===== src/rtl/viterbi_symbol_packer.sv =====
// Packs per-advance Viterbi decisions into OUT_LEN-symbol words tagged with peak energy, behind a small FIFO.
// Optional bad-symbol counter enabled by defining VITERBI_PACKER_SYM_CHECK_EN.
module viterbi_symbol_packer #(
  parameter int B_LEN      = 2,
  parameter int OUT_LEN    = 16,
  parameter int E_WIDTH    = 16,
  parameter int FIFO_DEPTH = 4
) (
  input  logic                            clk,
  input  logic                            rst,
  input  logic                            sym_valid,
  input  logic [B_LEN-1:0][1:0]           final_symbols,
  input  logic [E_WIDTH-1:0]              global_static_energy,
  input  logic [E_WIDTH-1:0]              energy_thresh,
  input  logic                            flush,
  input  logic                            clear_ovf,
  output logic [OUT_LEN-1:0][1:0]         out_symbols,
  output logic [E_WIDTH-1:0]              out_max_energy,
  output logic                            out_hi_energy,
  output logic                            out_valid,
  input  logic                            out_ready,
  output logic                            overflow,
`ifdef VITERBI_PACKER_SYM_CHECK_EN
  output logic [7:0]                      bad_sym_cnt,
`endif
  output logic [$clog2(FIFO_DEPTH):0]     fill_level
);

  localparam int CHUNKS = OUT_LEN / B_LEN;
  localparam int KW     = (CHUNKS > 1) ? $clog2(CHUNKS) : 1;
  localparam int AW     = $clog2(FIFO_DEPTH);

  // Word assembly: symbols are carried as raw 2-bit two's-complement codes.
  logic [KW-1:0]            r_k;
  logic [OUT_LEN-1:0][1:0]  r_word;
  logic [OUT_LEN-1:0][1:0]  w_word;
  logic [E_WIDTH-1:0]       r_peak;
  logic [E_WIDTH-1:0]       w_peak;
  logic                     w_last;
  logic                     w_push;
  logic                     w_hi;

  // NOTE: every signal assigned in always_comb gets a default first so no path leaves it unassigned (no latch).
  always_comb begin
    w_word = r_word;
    w_peak = r_peak;
    if (sym_valid) begin
      for (int ii = 0; ii < B_LEN; ii++) begin
        w_word[int'(r_k) * B_LEN + ii] = final_symbols[ii];
      end
      if (global_static_energy > r_peak) begin
        w_peak = global_static_energy;
      end
    end
  end

  assign w_last = (r_k == KW'(CHUNKS - 1));
  assign w_push = (sym_valid && w_last) || (flush && ((r_k != '0) || sym_valid));
  assign w_hi   = (w_peak > energy_thresh);

  // NOTE: sequential state uses non-blocking assignments so all registers update from pre-edge values.
  always_ff @(posedge clk or posedge rst) begin
    if (rst) begin
      r_k    <= '0;
      r_word <= '0;
      r_peak <= '0;
    end else if (w_push) begin
      r_k    <= '0;
      r_word <= '0;
      r_peak <= '0;
    end else if (sym_valid) begin
      r_k    <= r_k + KW'(1);
      r_word <= w_word;
      r_peak <= w_peak;
    end
  end

  // Output FIFO with an extra pointer bit separating full from empty.
  logic [OUT_LEN-1:0][1:0]  r_mem_sym  [FIFO_DEPTH];
  logic [E_WIDTH-1:0]       r_mem_peak [FIFO_DEPTH];
  logic [FIFO_DEPTH-1:0]    r_mem_hi;
  logic [AW:0]              r_wr_ptr;
  logic [AW:0]              r_rd_ptr;
  logic                     r_overflow;
  logic                     w_empty;
  logic                     w_full;
  logic                     w_pop;
  logic                     w_wr_en;
  logic                     w_drop;

  assign w_empty = (r_wr_ptr == r_rd_ptr);
  assign w_full  = (r_wr_ptr[AW] != r_rd_ptr[AW]) && (r_wr_ptr[AW-1:0] == r_rd_ptr[AW-1:0]);
  assign w_pop   = !w_empty && out_ready;
  assign w_wr_en = w_push && (!w_full || w_pop);
  assign w_drop  = w_push && w_full && !w_pop;

  // NOTE: storage is not reset; the head outputs are gated by out_valid so stale contents never leak out.
  always_ff @(posedge clk) begin
    if (w_wr_en) begin
      r_mem_sym[r_wr_ptr[AW-1:0]]  <= w_word;
      r_mem_peak[r_wr_ptr[AW-1:0]] <= w_peak;
      r_mem_hi[r_wr_ptr[AW-1:0]]   <= w_hi;
    end
  end

  always_ff @(posedge clk or posedge rst) begin
    if (rst) begin
      r_wr_ptr   <= '0;
      r_rd_ptr   <= '0;
      r_overflow <= 1'b0;
    end else begin
      if (w_wr_en) begin
        r_wr_ptr <= r_wr_ptr + (AW+1)'(1);
      end
      if (w_pop) begin
        r_rd_ptr <= r_rd_ptr + (AW+1)'(1);
      end
      // A drop in the same cycle as clear_ovf keeps the flag set.
      if (w_drop) begin
        r_overflow <= 1'b1;
      end else if (clear_ovf) begin
        r_overflow <= 1'b0;
      end
    end
  end

  assign out_valid      = !w_empty;
  assign out_symbols    = out_valid ? r_mem_sym[r_rd_ptr[AW-1:0]]  : '0;
  assign out_max_energy = out_valid ? r_mem_peak[r_rd_ptr[AW-1:0]] : '0;
  assign out_hi_energy  = out_valid && r_mem_hi[r_rd_ptr[AW-1:0]];
  assign overflow       = r_overflow;
  assign fill_level     = r_wr_ptr - r_rd_ptr;

`ifdef VITERBI_PACKER_SYM_CHECK_EN
  // Counts advances carrying the illegal -2 code; the symbol itself is still packed.
  logic       w_bad;
  logic [7:0] r_bad_cnt;

  always_comb begin
    w_bad = 1'b0;
    for (int ii = 0; ii < B_LEN; ii++) begin
      if (final_symbols[ii] == 2'b10) begin
        w_bad = 1'b1;
      end
    end
  end

  always_ff @(posedge clk or posedge rst) begin
    if (rst) begin
      r_bad_cnt <= '0;
    end else if (sym_valid && w_bad && (r_bad_cnt != 8'hFF)) begin
      r_bad_cnt <= r_bad_cnt + 8'd1;
    end
  end

  assign bad_sym_cnt = r_bad_cnt;
`endif

endmodule


===== config.mk =====
export PLATFORM = sky130hd
export DESIGN_NAME = viterbi_symbol_packer
export DESIGN_NICKNAME = d
export VERILOG_FILES = /design/src/rtl/viterbi_symbol_packer.sv
export SDC_FILE = /design/constraint.sdc
export NUM_CORES = 1
export LEC_CHECK = 0
export ABC_AREA = 1
export ABC_CLOCK_PERIOD_IN_PS = 5400
export CORE_UTILIZATION = 58
export DETAILED_ROUTE_END_ITERATION = 10
export PLACE_DENSITY = 0.8
export SLEW_MARGIN = 10
export SYNTH_ARGS = -nofsm -noshare
export SYNTH_HDL_FRONTEND = slang
export SYNTH_SLANG_ARGS = --single-unit
export TNS_END_PERCENT = 50

===== constraint.sdc =====
create_clock -name clk -period 5.4 [get_ports clk]
set_clock_uncertainty 0.15 [all_clocks]
set_input_delay 0.81 -clock clk [delete_from_list [all_inputs] [get_ports clk]]
set_output_delay 0.81 -clock clk [all_outputs]
set_load 0.005 [all_outputs]

## Word level (Yosys, flattened, before mapping)

Memory sizes are Yosys's and may differ from the RTL's.
Index checks and enable logic that the tools add are counted.

| word-level totals | value |
|---|---|
| flip-flop bits (word level) | 62 |
| bits in writable memories | 192 |
| input port bits | 42 |
| output and inout port bits | 54 |
| word-level logic and storage cells | 88 |
| memories | 2 |

Memory list:

| name | depth | bits a word | rd ports | clocked after memory_dff | write ports | RTL line | text |
|---|---|---|---|---|---|---|---|
| r_mem_sym | 4 | 32 | 1 | 0 | 1 | 79 | `logic [OUT_LEN-1:0][1:0] r_mem_sym [FIFO_DEPTH];` |
| r_mem_peak | 4 | 16 | 1 | 0 | 1 | 80 | `logic [E_WIDTH-1:0] r_mem_peak [FIFO_DEPTH];` |

| operators by class | value |
|---|---|
| $add $sub $neg | 5 |
| magnitude comparators | 9 |
| eq/ne operators | 4 |
| multiplexer cells | 26 |
| reduce and logical (&&, ||, !) cells | 20 |

Operators with widths:

| operator | number |
|---|---|
| $mux 32 | 4 |
| $mux 16 | 5 |
| $bwmux 32 | 2 |
| $gt 16x16->1 | 2 |
| $logic_and 1x1->1 | 11 |
| $add 3x1->3 const B | 3 |
| $demux 2 s4 | 1 |
| $demux 2 s3 | 1 |
| $lt 2x3->1 const B | 2 |
| $mux 1 | 6 |
| $mux 3 | 2 |
| $add 4x1->5 const B | 1 |
| $ge 5x1->1 const B | 1 |
| $lt 4x5->1 const B | 1 |
| $lt 5x5->1 const B | 1 |
| $bwmux 4 | 1 |
| $ge 4x1->1 const B | 1 |
| $mux 2 | 2 |
| $reduce_bool 2->1 | 2 |
| $eq 3x3->1 | 1 |
| $eq 3x3->1 const B | 1 |
| $logic_not 1->1 | 3 |
| $logic_or 1x1->1 | 3 |
| $reduce_bool 3->1 | 1 |
| other kinds (6) | 6 |

## Longest topological paths before layout

| depth | value |
|---|---|
| depth after elaboration | 9 |
| mapped depth | 24 |

## Least setup slack after synthesis

No wires, ideal clock.

| timing | value |
|---|---|
| kind | register -> register |
| start point | register r_rd_ptr[1] |
| end point | register r_mem_hi[0], enable pin |
| arrival time | 3.490 ns |
| data required time | 4.794 ns |
| slack | 1.304 ns |
| cell stages (with the launch flop) | 8 |
| buffers on the path | 2 |
| cell sequence | dfrtp_1 -> buf_2 -> clkinv_1 -> clkbuf_1 -> ha_1 -> nand4_1 -> nand2_2 -> nor2_1 |

| between the ends | value |
|---|---|
| longest elaborated chain between the ends | 5 |

Ends and longest elaborated chain:

| what | RTL line | text |
|---|---|---|
| from (decl) | 83 | `logic [AW:0] r_rd_ptr;` |
| from (signal assigned) | 116 | `r_rd_ptr <= r_rd_ptr + (AW+1)'(1);` |
| $eq 3x3->1 or $eq 2x2->1 (tied branches) | 91, 92 |  |
| $logic_not 1->1 or $logic_and 1x1->1 (tied branches) | 93, 92 |  |
| $logic_and 1x1->1 or $logic_not 1->1 (tied branches) | 93, 94 |  |
| $logic_or 1x1->1 * | 94 | `assign w_wr_en = w_push && (!w_full \|\| w_pop);` |
| $logic_and 1x1->1 * | 94 |  |
| to (signal, indexed assignment) | 102 | `r_mem_hi[r_wr_ptr[AW-1:0]] <= w_hi;` |
| to (decl) | 81 | `logic [FIFO_DEPTH-1:0] r_mem_hi;` |

Every way passes the cells marked *; elsewhere a longest branch is shown, timed or not.
A chain may end at the register's enable or synchronous reset.

## Worst setup path in the final report

| timing | value |
|---|---|
| start point | register r_rd_ptr[0] |
| end point | output out_hi_energy |

| between the ends | value |
|---|---|
| longest elaborated chain between the ends | 3 |

Ends and longest elaborated chain:

| what | RTL line | text |
|---|---|---|
| $bmux 1 s2 or $eq 3x3->1 (tied branches) | 130, 91 |  |
| $mux 1 (implied by the code) or $logic_not 1->1 (tied branches) | 130, 127 |  |
| $logic_and 1x1->1 * | 130 | `assign out_hi_energy = out_valid && r_mem_hi[r_rd_ptr[AW-1:0]];` |
| to (decl) | 19 | `output logic out_hi_energy,` |

Every way passes the cells marked *; elsewhere a longest branch is shown, timed or not. The select of a mux whose other input is x is not followed.

==> flow_summary_export.csv <==
group,metric,value,unit
timing,report.final.slew_viol_count,0,
timing,fin_ws,1350,ps
clock_network,cts-root-buf,"clkbuf_16",
synthesis,synth_top_area_cell,"edfxtp_1",
critical_path,crit_type,"reg -> out",
timing,finalHoldViolations,0,
cells_and_area,num_antenna_cells,0,
pwr,cellPowerDensity,614,mW/mm^2
clock_network,cts_sinks,254,
route,drc,0,
synthesis,syn_area_per_cell,10.4,sq um
synthesis,async_reset_ff_frac,0.228,
floorplan,ios,96,
grt,grt_max_degree,101,
cells_and_area,fin_area,0.0136,sq mm
critical_path,cp_common_cell,"nor2_1",
cells_and_area,postLayoutCoreUtil,0.699,
critical_path,crit_path_end_kind,"output pin",
synthesis,ys_seq_area_frac,0.637,
floorplan,start_util,0.592,
placement,dpl.hpwl,15.0,mm
flow_run,maxCapViolCount,0,
synthesis,syn_nets,1193,
cells_and_area,final_cells,1483,
grt,grt_pass1_vias,8009,
timing,fmax,0.247,GHz
synthesis,synth_ff_type,"edfxtp_1",
placement,gp_congestion,0.872,
clock_network,htreeDepth,1,
critical_path,crit_family,"buffers and inverters",
pwr,power.leakage,5.81,nW
route,drtAntennaViolNets,0,
placement,post-place-ws,1180,ps
critical_path,cp.arrival,3090,ps
placement,io_buffers,95,
clock_network,ctsResizeCount,0,
grt,grt_pass1_wl,40.1,mm
clock_network,cts_buffers,25,
clock_network,clk_pin_slew_worst_paths,60,ps
grt,grt_overflow_total,0,
critical_path,cpMaxStageDelayCell,"buf_4",
timing,rsz0062_at_grt,"false",
route,drt_wl_total,24.8,mm
floorplan,die_h,143,microns
synthesis,synth_edf_count,196,
timing,relSlewSlack,0.267,
synthesis,yosys_warnings,0,
route,avgViaCountPerCell,5.38,
cells_and_area,area_delta_synth_final,18.0,%
synthesis,ys_seq_elements,254,
grt,grt_antenna_before_repair,0,
timing,finalSetupTns,0,ps
timing,finalSetupViolCount,0,
synthesis,synth_cells,1108,
worst_hold_path,min_path_type,"reg -> reg",
timing,finalCriticalPeriod,4050,ps
timing,worst_pin_slew,1100,ps
critical_path,path_buf_inv,2,
critical_path,crit_required,4440,ps
synthesis,synth_cell_types,35,
placement,placed_cell_area,0.0128,sq mm
clock_network,postCtsSetupRepairBufs,0,
clock_network,cts_buffer_depth,3,
floorplan,fp-row-count,51,
timing,min_period_over_period,0.750,
critical_path,path_cells,"buf_4, nor2_1, nor2_1, o21ai_0, a21oi_1, clkdlybuf4s50_1",
floorplan,die-area,0.0204,sq mm
grt,grt_usage,0.254,
clock_network,cts_hold_buf,0,
floorplan,core,0.0195,sq mm
synthesis,synth_area,0.0115,sq mm
route,num_vias,7985,
critical_path,cp-start-kind,"register",
placement,dp.cells,1437,
clock_network,cts_tree,"done",
cells_and_area,drive_above_1_share,0.0895,
route,dr.pass1.iters,5,
cells_and_area,layout.nets,1284,
status,status,"completed",
clock_network,clk_latency,520,ps
critical_path,cp_slowest_stage_delay,810,ps
synthesis,ys_top_cells_by_area,"edfxtp_1 (51%), dfrtp_1 (13%), nor2_1 (8.1%), o21ai_0 (5.1%), inv_1 (4.9%)",
synthesis,yosysTopAreaCellShare,0.511,
floorplan,fp.dieW,143,microns
route,drt_iter0_drc,735,
pwr,peakVddDrop,0.305,mV
route,wl_per_cell,16.8,microns
critical_path,crit_fanout,100,
per-layer routing:
layer	share of wire	GRT usage
met1	0.40	0.322
met2	0.51	0.444
met3	0.069	0.0392
met4	0.021	0.0917
met5	0	0
power by group:
part           internal (mW)  switching, mW
clock                   1.05          0.709
sequential              2.80          0.135
combinational           1.48           2.17
sequential cells by signal, indices dropped and copies added, names as in the netlist:
register	cells
r_mem_peak	64
r_peak	16
r_word	32
r_mem_hi	4
r_k	3
r_mem_sym	128
overflow	1
r_wr_ptr	3
r_rd_ptr	3
cell usage in the layout (no fill, tap or decap), drive strengths merged:
master | netlist | layout
o21a | 1 | 1
nor3 | 1 | 1
o21ai | 138 | 138
a21o | 1 | 1
nand2 | 105 | 105
buf | 22 | 14
nor4 | 1 | 1
xor2 | 5 | 5
nand3 | 24 | 24
dfrtp | 58 | 58
fa | 1 | 1
inv | 154 | 155
bufinv | 0 | 4
o22ai | 1 | 1
a21oi | 65 | 65
ha | 42 | 42
xnor2 | 1 | 1
edfxtp | 196 | 196
clkdlybuf4s50 | 0 | 95
clkbuf | 23 | 29
a31oi | 1 | 1
nor2 | 263 | 263
clkinv | 1 | 13
nand4 | 4 | 4
cell usage after synthesis, types with 2 or more instances:
master	count
o21ai_0	117
clkbuf_2	2
nor2_2	11
buf_2	14
nor2_4	3
buf_1	5
inv_1	150
a21oi_1	64
nand2_4	13
buf_4	2
o21ai_1	21
xor2_1	5
nand2_2	12
dfrtp_1	58
inv_2	4
nand3_1	23
nand4_1	3
nor2_1	249
ha_1	42
nand2_1	80
edfxtp_1	196
clkbuf_1	21
logic make-up (layout without fill, tap and decap cells):
| kind of cell | Yosys count | in the layout | share of synthesized area |
|---|---|---|---|
| AOI/OAI and AO/OA | 207 | 207 | 0.0922 |
| buffers and inverters | 200 | 310 | 0.0689 |
| and+or+nand+nor | 398 | 398 | 0.150 |
| xor gates and xnor gates | 6 | 6 | 0.00456 |
| DFF | 254 | 254 | 0.637 |
| adders and majority gates | 43 | 43 | 0.0473 |
cell type report:
cell class                 count  area, sq um
clock buffer                  29          651
inverter                     155          582
multi-input combinational    654         3430
tap                          265          332
sequential                   254         7340
timing repair buffer         109         1080
clock inverter                17          188
fill                        1339         5860
final timing paths:
kind,from,to,slack (ps),cells after the start
setup / recovery,r_rd_ptr[0]$_DFFE_PP0P_,out_hi_energy,1350,6
setup reg to reg,r_peak[7]$_DFFE_PP0P_,r_mem_hi[1]$_DFFE_PP_,2000,17
max in group asynchronous,rst,r_rd_ptr[1]$_DFFE_PP0P_,3830,3
hold reg to reg,r_wr_ptr[2]$_DFFE_PP0P_,r_wr_ptr[2]$_DFFE_PP0P_,340,1
min in group asynchronous,rst,r_peak[3]$_DFFE_PP0P_,680,3
hold / removal,r_wr_ptr[2]$_DFFE_PP0P_,r_wr_ptr[2]$_DFFE_PP0P_,340,1
metrics by stage:
step | power, mW | hold slack (ps)
after floorplan | 5.02 | 311
final | 8.35 | 341
after global routing | 8.88 | 361
after CTS | 8.37 | 341
after detailed placement | 6.59 | 330
after global placement | 6.47 | 324
No activity file was read; power rests on OpenSTA's default activity.
